**src/rtl/clut_cycle.sv**
```systemverilog
// Colour-cycling controller for the CLUT system port: rotates a palette range up by
// one entry via read-modify-write and arbitrates CPU palette accesses onto the same port.
module clut_cycle #(
  parameter int unsigned ADDRW = 8,
  parameter int unsigned DATAW = 15
) (
  input  logic             clk_sys,
  input  logic             rst_sys,
  input  logic             start,
  input  logic             cyc_en,
  input  logic [ADDRW-1:0] cyc_lo,
  input  logic [ADDRW-1:0] cyc_hi,
  output logic             busy,
  output logic             done,
  input  logic             cpu_req,
  input  logic             cpu_we,
  input  logic [ADDRW-1:0] cpu_addr,
  input  logic [DATAW-1:0] cpu_din,
  output logic             cpu_ack,
  output logic [DATAW-1:0] cpu_dout,
  output logic             clut_re,
  output logic             clut_we,
  output logic [ADDRW-1:0] clut_addr,
  output logic [DATAW-1:0] clut_din,
  input  logic [DATAW-1:0] clut_dout
);

  typedef enum logic [2:0] {
    S_IDLE = 3'd0,
    S_HOLD = 3'd1,
    S_RD   = 3'd2,
    S_WR   = 3'd3,
    S_LAST = 3'd4,
    S_CACK = 3'd5
  } state_t;

  state_t           state, state_nx;
  logic [ADDRW-1:0] lo, hi, idx;
  logic [DATAW-1:0] hold;
  logic             pend;

  logic             acc_start_c;
  logic             rot_go_c;
  logic [ADDRW-1:0] idx_dec_c;
  logic [ADDRW-1:0] rot_hi_c;

  assign acc_start_c = start & cyc_en & (cyc_lo < cyc_hi);
  assign rot_go_c    = acc_start_c | pend;
  assign idx_dec_c   = idx - ADDRW'(1);
  // A live start supplies the range; a pending restart reuses the latched one.
  assign rot_hi_c    = acc_start_c ? cyc_hi : hi;

  always_ff @(posedge clk_sys or posedge rst_sys) begin
    if (rst_sys) begin
      state <= S_IDLE;
    end else begin
      state <= state_nx;
    end
  end

  // Range, walking index, wrap-around word and the single-deep restart flag.
  always_ff @(posedge clk_sys or posedge rst_sys) begin
    if (rst_sys) begin
      lo   <= '0;
      hi   <= '0;
      idx  <= '0;
      hold <= '0;
      pend <= 1'b0;
    end else begin
      if (state != S_IDLE) begin
        if (acc_start_c) pend <= 1'b1;
      end else if (rot_go_c) begin
        pend <= 1'b0;
      end
      case (state)
        S_IDLE: begin
          if (acc_start_c) begin
            lo <= cyc_lo;
            hi <= cyc_hi;
          end
        end
        S_HOLD: begin
          hold <= clut_dout;
          idx  <= hi;
        end
        S_WR:    idx <= idx_dec_c;
        default: ;
      endcase
    end
  end

  always_comb begin
    state_nx = state;
    case (state)
      S_IDLE: begin
        if (rot_go_c)     state_nx = S_HOLD;
        else if (cpu_req) state_nx = S_CACK;
      end
      S_HOLD:  state_nx = S_WR;
      S_WR:    state_nx = (idx_dec_c == lo) ? S_LAST : S_RD;
      S_RD:    state_nx = S_WR;
      S_LAST:  state_nx = S_IDLE;
      S_CACK:  state_nx = S_IDLE;
      default: state_nx = S_IDLE;
    endcase
  end

  // Port strobes and status; everything is forced low while reset is held.
  always_comb begin
    clut_re   = 1'b0;
    clut_we   = 1'b0;
    clut_addr = '0;
    clut_din  = '0;
    busy      = 1'b0;
    done      = 1'b0;
    cpu_ack   = 1'b0;
    cpu_dout  = clut_dout;
    case (state)
      S_IDLE: begin
        if (rot_go_c) begin
          clut_re   = 1'b1;
          clut_addr = rot_hi_c;
        end else if (cpu_req) begin
          clut_re   = ~cpu_we;
          clut_we   = cpu_we;
          clut_addr = cpu_addr;
          clut_din  = cpu_din;
        end
      end
      S_HOLD: begin
        busy      = 1'b1;
        clut_re   = 1'b1;
        clut_addr = hi - ADDRW'(1);
      end
      S_WR: begin
        busy      = 1'b1;
        clut_we   = 1'b1;
        clut_addr = idx;
        clut_din  = clut_dout;
      end
      S_RD: begin
        busy      = 1'b1;
        clut_re   = 1'b1;
        clut_addr = idx_dec_c;
      end
      S_LAST: begin
        busy      = 1'b1;
        done      = 1'b1;
        clut_we   = 1'b1;
        clut_addr = lo;
        clut_din  = hold;
      end
      S_CACK:  cpu_ack = 1'b1;
      default: ;
    endcase
    if (rst_sys) begin
      clut_re   = 1'b0;
      clut_we   = 1'b0;
      clut_addr = '0;
      clut_din  = '0;
      busy      = 1'b0;
      done      = 1'b0;
      cpu_ack   = 1'b0;
      cpu_dout  = '0;
    end
  end

endmodule

```
**config.mk**
```make
export PLATFORM = sky130hd
export DESIGN_NAME = clut_cycle
export DESIGN_NICKNAME = d
export VERILOG_FILES = /design/src/rtl/clut_cycle.sv
export SDC_FILE = /design/constraint.sdc
export NUM_CORES = 1
export LEC_CHECK = 0
export CORE_UTILIZATION = 50
export CTS_CLUSTER_SIZE = 30
export DETAILED_ROUTE_END_ITERATION = 6
export PLACE_DENSITY = 0.95
export SYNTH_ARGS = -nofsm -noshare
export SYNTH_HDL_FRONTEND = slang
export SYNTH_SLANG_ARGS = --single-unit
```
**constraint.sdc**
```tcl
create_clock -name clk_sys -period 6.7 [get_ports clk_sys]
set_input_delay 1.34 -clock clk_sys [delete_from_list [all_inputs] [get_ports clk_sys]]
set_output_delay 1.34 -clock clk_sys [all_outputs]
set_load 0.01 [all_outputs]
```
==> flow_metrics.env <==
export IMPL_ctsHtreeMaxLevel=2
export IMPL_syn_inst=400
export IMPL_num_fill_cells=439
export IMPL_antenna_cells=0
export IMPL_clk_path_buf_depth=2
export IMPL_cts_sinks=43
export IMPL_slew_violations=0
export IMPL_p_int_uw=699
export IMPL_dp_hpwl_um=7430
export IMPL_startpoint_type="input port"
export IMPL_synth_edff_count=0
export IMPL_critPathArrivalTime_ns=5.00
export IMPL_fp_row_count=28
export IMPL_grt_max_degree=33
export IMPL_worst_slack_ns=0.364
export IMPL_r2r_start="state[0]"
export IMPL_grt_pass1_wl_um=15800
export IMPL_cts_hold_buf=0
export IMPL_rsz0062_at_grt="no"
export IMPL_post_synth_num_cell_types=50
export IMPL_grt_overflow_total=0
export IMPL_leakagePower_uw=0.00181
export IMPL_start_util=0.528
export IMPL_postSynthNetCount=469
export IMPL_synth_main_ff_cell="dfrtp_1"
export IMPL_grt_pass1_vias=3259
export IMPL_seqPwrFrac=0.373
export IMPL_period_needed_ns=6.34
export IMPL_place_congestion=0.963
export IMPL_cp_end_kind="primary output"
export IMPL_drive_above_1_share=0.0536
export IMPL_power_density_nw_per_um2=263
export IMPL_cts_resized=0
export IMPL_path_clk_slew_ns=0.08
export IMPL_nNetsFinal=554
export IMPL_pwr_share_comb=0.453
export IMPL_first_iter_violations=394
export IMPL_holdPathEnd="hold[9]"
export IMPL_yosysWarnings=0
export IMPL_postRouteAntennaNets=0
export IMPL_wl_um=10000
export IMPL_status="completed"
export IMPL_ioPinCount=103
export IMPL_cts_root_buf="clkbuf_8"
export IMPL_timing_rr_end="idx[5]"
export IMPL_antenna_found_initial=0
export IMPL_die_w_um=82.0
export IMPL_setup_viol=0
export IMPL_finalHoldViolations=0
export IMPL_drc=0
export IMPL_ys_ff_latch=43
export IMPL_clkPwrFrac=0.174
export IMPL_startpoint="cyc_hi[6]"
export IMPL_p_sw_frac=0.390
export IMPL_rrSetupSlack_ns=4.03
export IMPL_peakVddDrop_v=0.000148
export IMPL_maxSlewHeadroom=0.105
export IMPL_clk_latency_ns=0.30
export IMPL_tns_ns=0
export IMPL_r2r_cells=4
export IMPL_cts_buffers=5
export IMPL_clock_skew_ns=0.00996
export IMPL_pre_cts_ws_ns=0.402
export IMPL_worstHoldStart="hold[9]"
export IMPL_min_path_cells=2
export IMPL_worst_setup_path_type="input port to primary output"
export IMPL_syn_to_final_growth_pct=35.8
export IMPL_crit_fanout=15
export IMPL_syn_cell_area_um2=3200
export IMPL_wl_per_cell_um=17.9
export IMPL_first_pass_iters=5
export IMPL_cts_tree="done"
export IMPL_async_flop_share=1.00
export IMPL_viasPerCell=6.29
export IMPL_required_ns=5.36
export IMPL_dieArea_um2=6720
export IMPL_p_switching_uw=446
export IMPL_worst_pin_slew_ns=1.33
export IMPL_synth_seq_area_share=0.336
export IMPL_hold_class="register to register"
export IMPL_cts_setup_buffers=0
export IMPL_max_cap_viol_count=0
export IMPL_syn_mean_instance_area_um2=8.00
export IMPL_core_um2=6060
export IMPL_fmax_mhz=158
export IMPL_portBuffers=102
export IMPL_vias=3525
export IMPL_die_height_um=82.0
export IMPL_grt_total_usage=0.311
export IMPL_fin_crit_sh=0.946
layout make-up:
| class | count | area (um2) | area share |
|---|---|---|---|
| Multi-Input combinational cell | 310 | 1940 | 0.446 |
| Sequential cell | 43 | 1080 | 0.248 |
| Timing Repair Buffer | 109 | 1070 | 0.247 |
| Tap cell | 75 | 93.8 | 0.0216 |
| Clock buffer | 6 | 72.6 | 0.0167 |
| Inverter | 16 | 60.1 | 0.0138 |
| Clock inverter | 1 | 30.0 | 0.00691 |
critical path, cell delays in order:
cell	delay, ns
clkdlybuf4s50_1	0.46
inv_1	0.06
ha_1	0.29
o21ai_0	0.11
o2111ai_1	0.20
a21oi_1	0.10
nor3_1	1.06
o211a_1	0.60
o2bb2ai_1	0.19
clkdlybuf4s50_1	0.57
cells in the mapped netlist (3+ instances only):
master      n  share of area
a22oi_1    19          0.045
o22ai_1     6          0.012
nor4_1      3         0.0059
mux2i_1    10          0.031
o21ai_0    20          0.031
nand2_1    84          0.099
ha_1        9          0.035
xnor2_1    10          0.027
nor3_1      8          0.013
clkbuf_1   28          0.033
nand3_1     3         0.0047
xor2_1      7          0.019
nor2b_1    23          0.045
inv_1      15          0.018
dfrtp_1    43           0.34
nor2_1     21          0.025
a21oi_1    17          0.027
nand2b_1    3         0.0059
a221oi_1    7          0.019
mux2_2      8          0.028
o2bb2ai_1  15          0.041
or3_1       4         0.0078
a211oi_1    3         0.0070
a31oi_1     4         0.0078
metal layers:
layer / part of all wire / global-route usage / up-vias
met5: 0 / 0 / -
met4: 0.025 / 0.121 / 0
met3: 0.076 / 0.0411 / 30
met2: 0.50 / 0.500 / 222
met1: 0.39 / 0.423 / 1685
li1: - / - / 1588
kinds of logic (layout without fill, tap and decap cells):
kind of cell               after synthesis  after routing  synth area share
AOI/OAI and AO/OA                      106            106             0.232
buffers and inverters                   47            132            0.0579
adders and majority gates                9              9            0.0352
and+or+nand+nor                        160            160             0.233
muxes                                   18             18            0.0594
xor gates and xnor gates                17             17            0.0465
DFF                                     43             43             0.336
cell usage in the layout (no fill, tap or decap), types with 2 or more instances in the layout:
cell type / netlist / final
o21ai_0: 20 / 20
o211ai_1: 2 / 2
o22ai_1: 6 / 6
ha_1: 9 / 9
clkbuf_8: 0 / 5
nor4_1: 3 / 3
a211oi_1: 3 / 3
xor2_1: 7 / 7
a221oi_1: 7 / 7
nor2b_1: 23 / 23
nand2b_1: 3 / 3
or3_1: 4 / 4
inv_1: 15 / 14
nor3_1: 8 / 8
a31oi_1: 4 / 4
dfrtp_1: 43 / 43
nor2_1: 21 / 21
nand3_1: 3 / 3
and3_1: 2 / 2
nand4_1: 2 / 2
xnor2_1: 10 / 10
o2bb2ai_1: 15 / 15
a21oi_1: 17 / 17
clkdlybuf4s50_1: 0 / 102
a22oi_1: 19 / 19
or4_4: 2 / 2
clkinv_1: 1 / 2
mux2i_1: 10 / 10
buf_4: 0 / 7
nand2_1: 84 / 84
mux2_2: 8 / 8
registers in the layout (all words and copies together), names as in the netlist:
signal	count
lo	8
pend	1
hold	15
idx	8
state	3
hi	8
power by group through the flow:
| stage | registers [uW] | clock network, uW | logic (uW) |
|---|---|---|---|
| 3_3_place_gp | 422 | 0 | 485 |
| 6_report | 427 | 199 | 518 |
| 3_5_place_dp | 428 | 0 | 503 |
| 5_1_grt | 439 | 213 | 567 |
| 2_1_floorplan | 382 | 0 | 355 |
| 4_1_cts | 423 | 199 | 511 |
through the flow:
stage / instance area (um2) / total power (uW) / hold WS (ns) / util / cells
global route: 4340 / 1220 / 0.505 / 0.717 / 560
CTS: 4340 / 1130 / 0.489 / 0.717 / 560
finish: 4340 / 1140 / 0.483 / 0.717 / 560
floorplan: 3200 / 737 / 0.447 / - / 400
detailed placement: 4240 / 931 / 0.469 / 0.700 / 553
global placement: 4240 / 907 / 0.459 / 0.700 / 553
worst max-delay path by stage:
| stage | cells after the start | endpoint | slack [ns] |
|---|---|---|---|
| 2_1_floorplan | 4 | clut_din[10] | 2.21 |
| 3_3_place_gp | 10 | clut_din[0] | 0.55 |
| 3_5_place_dp | 10 | clut_din[10] | 0.40 |
| 4_1_cts | 10 | clut_din[10] | 0.39 |
| 5_1_grt | 10 | clut_din[6] | 0.12 |
| 6_report | 10 | clut_din[6] | 0.36 |
Power figures use the tool's default switching activity.
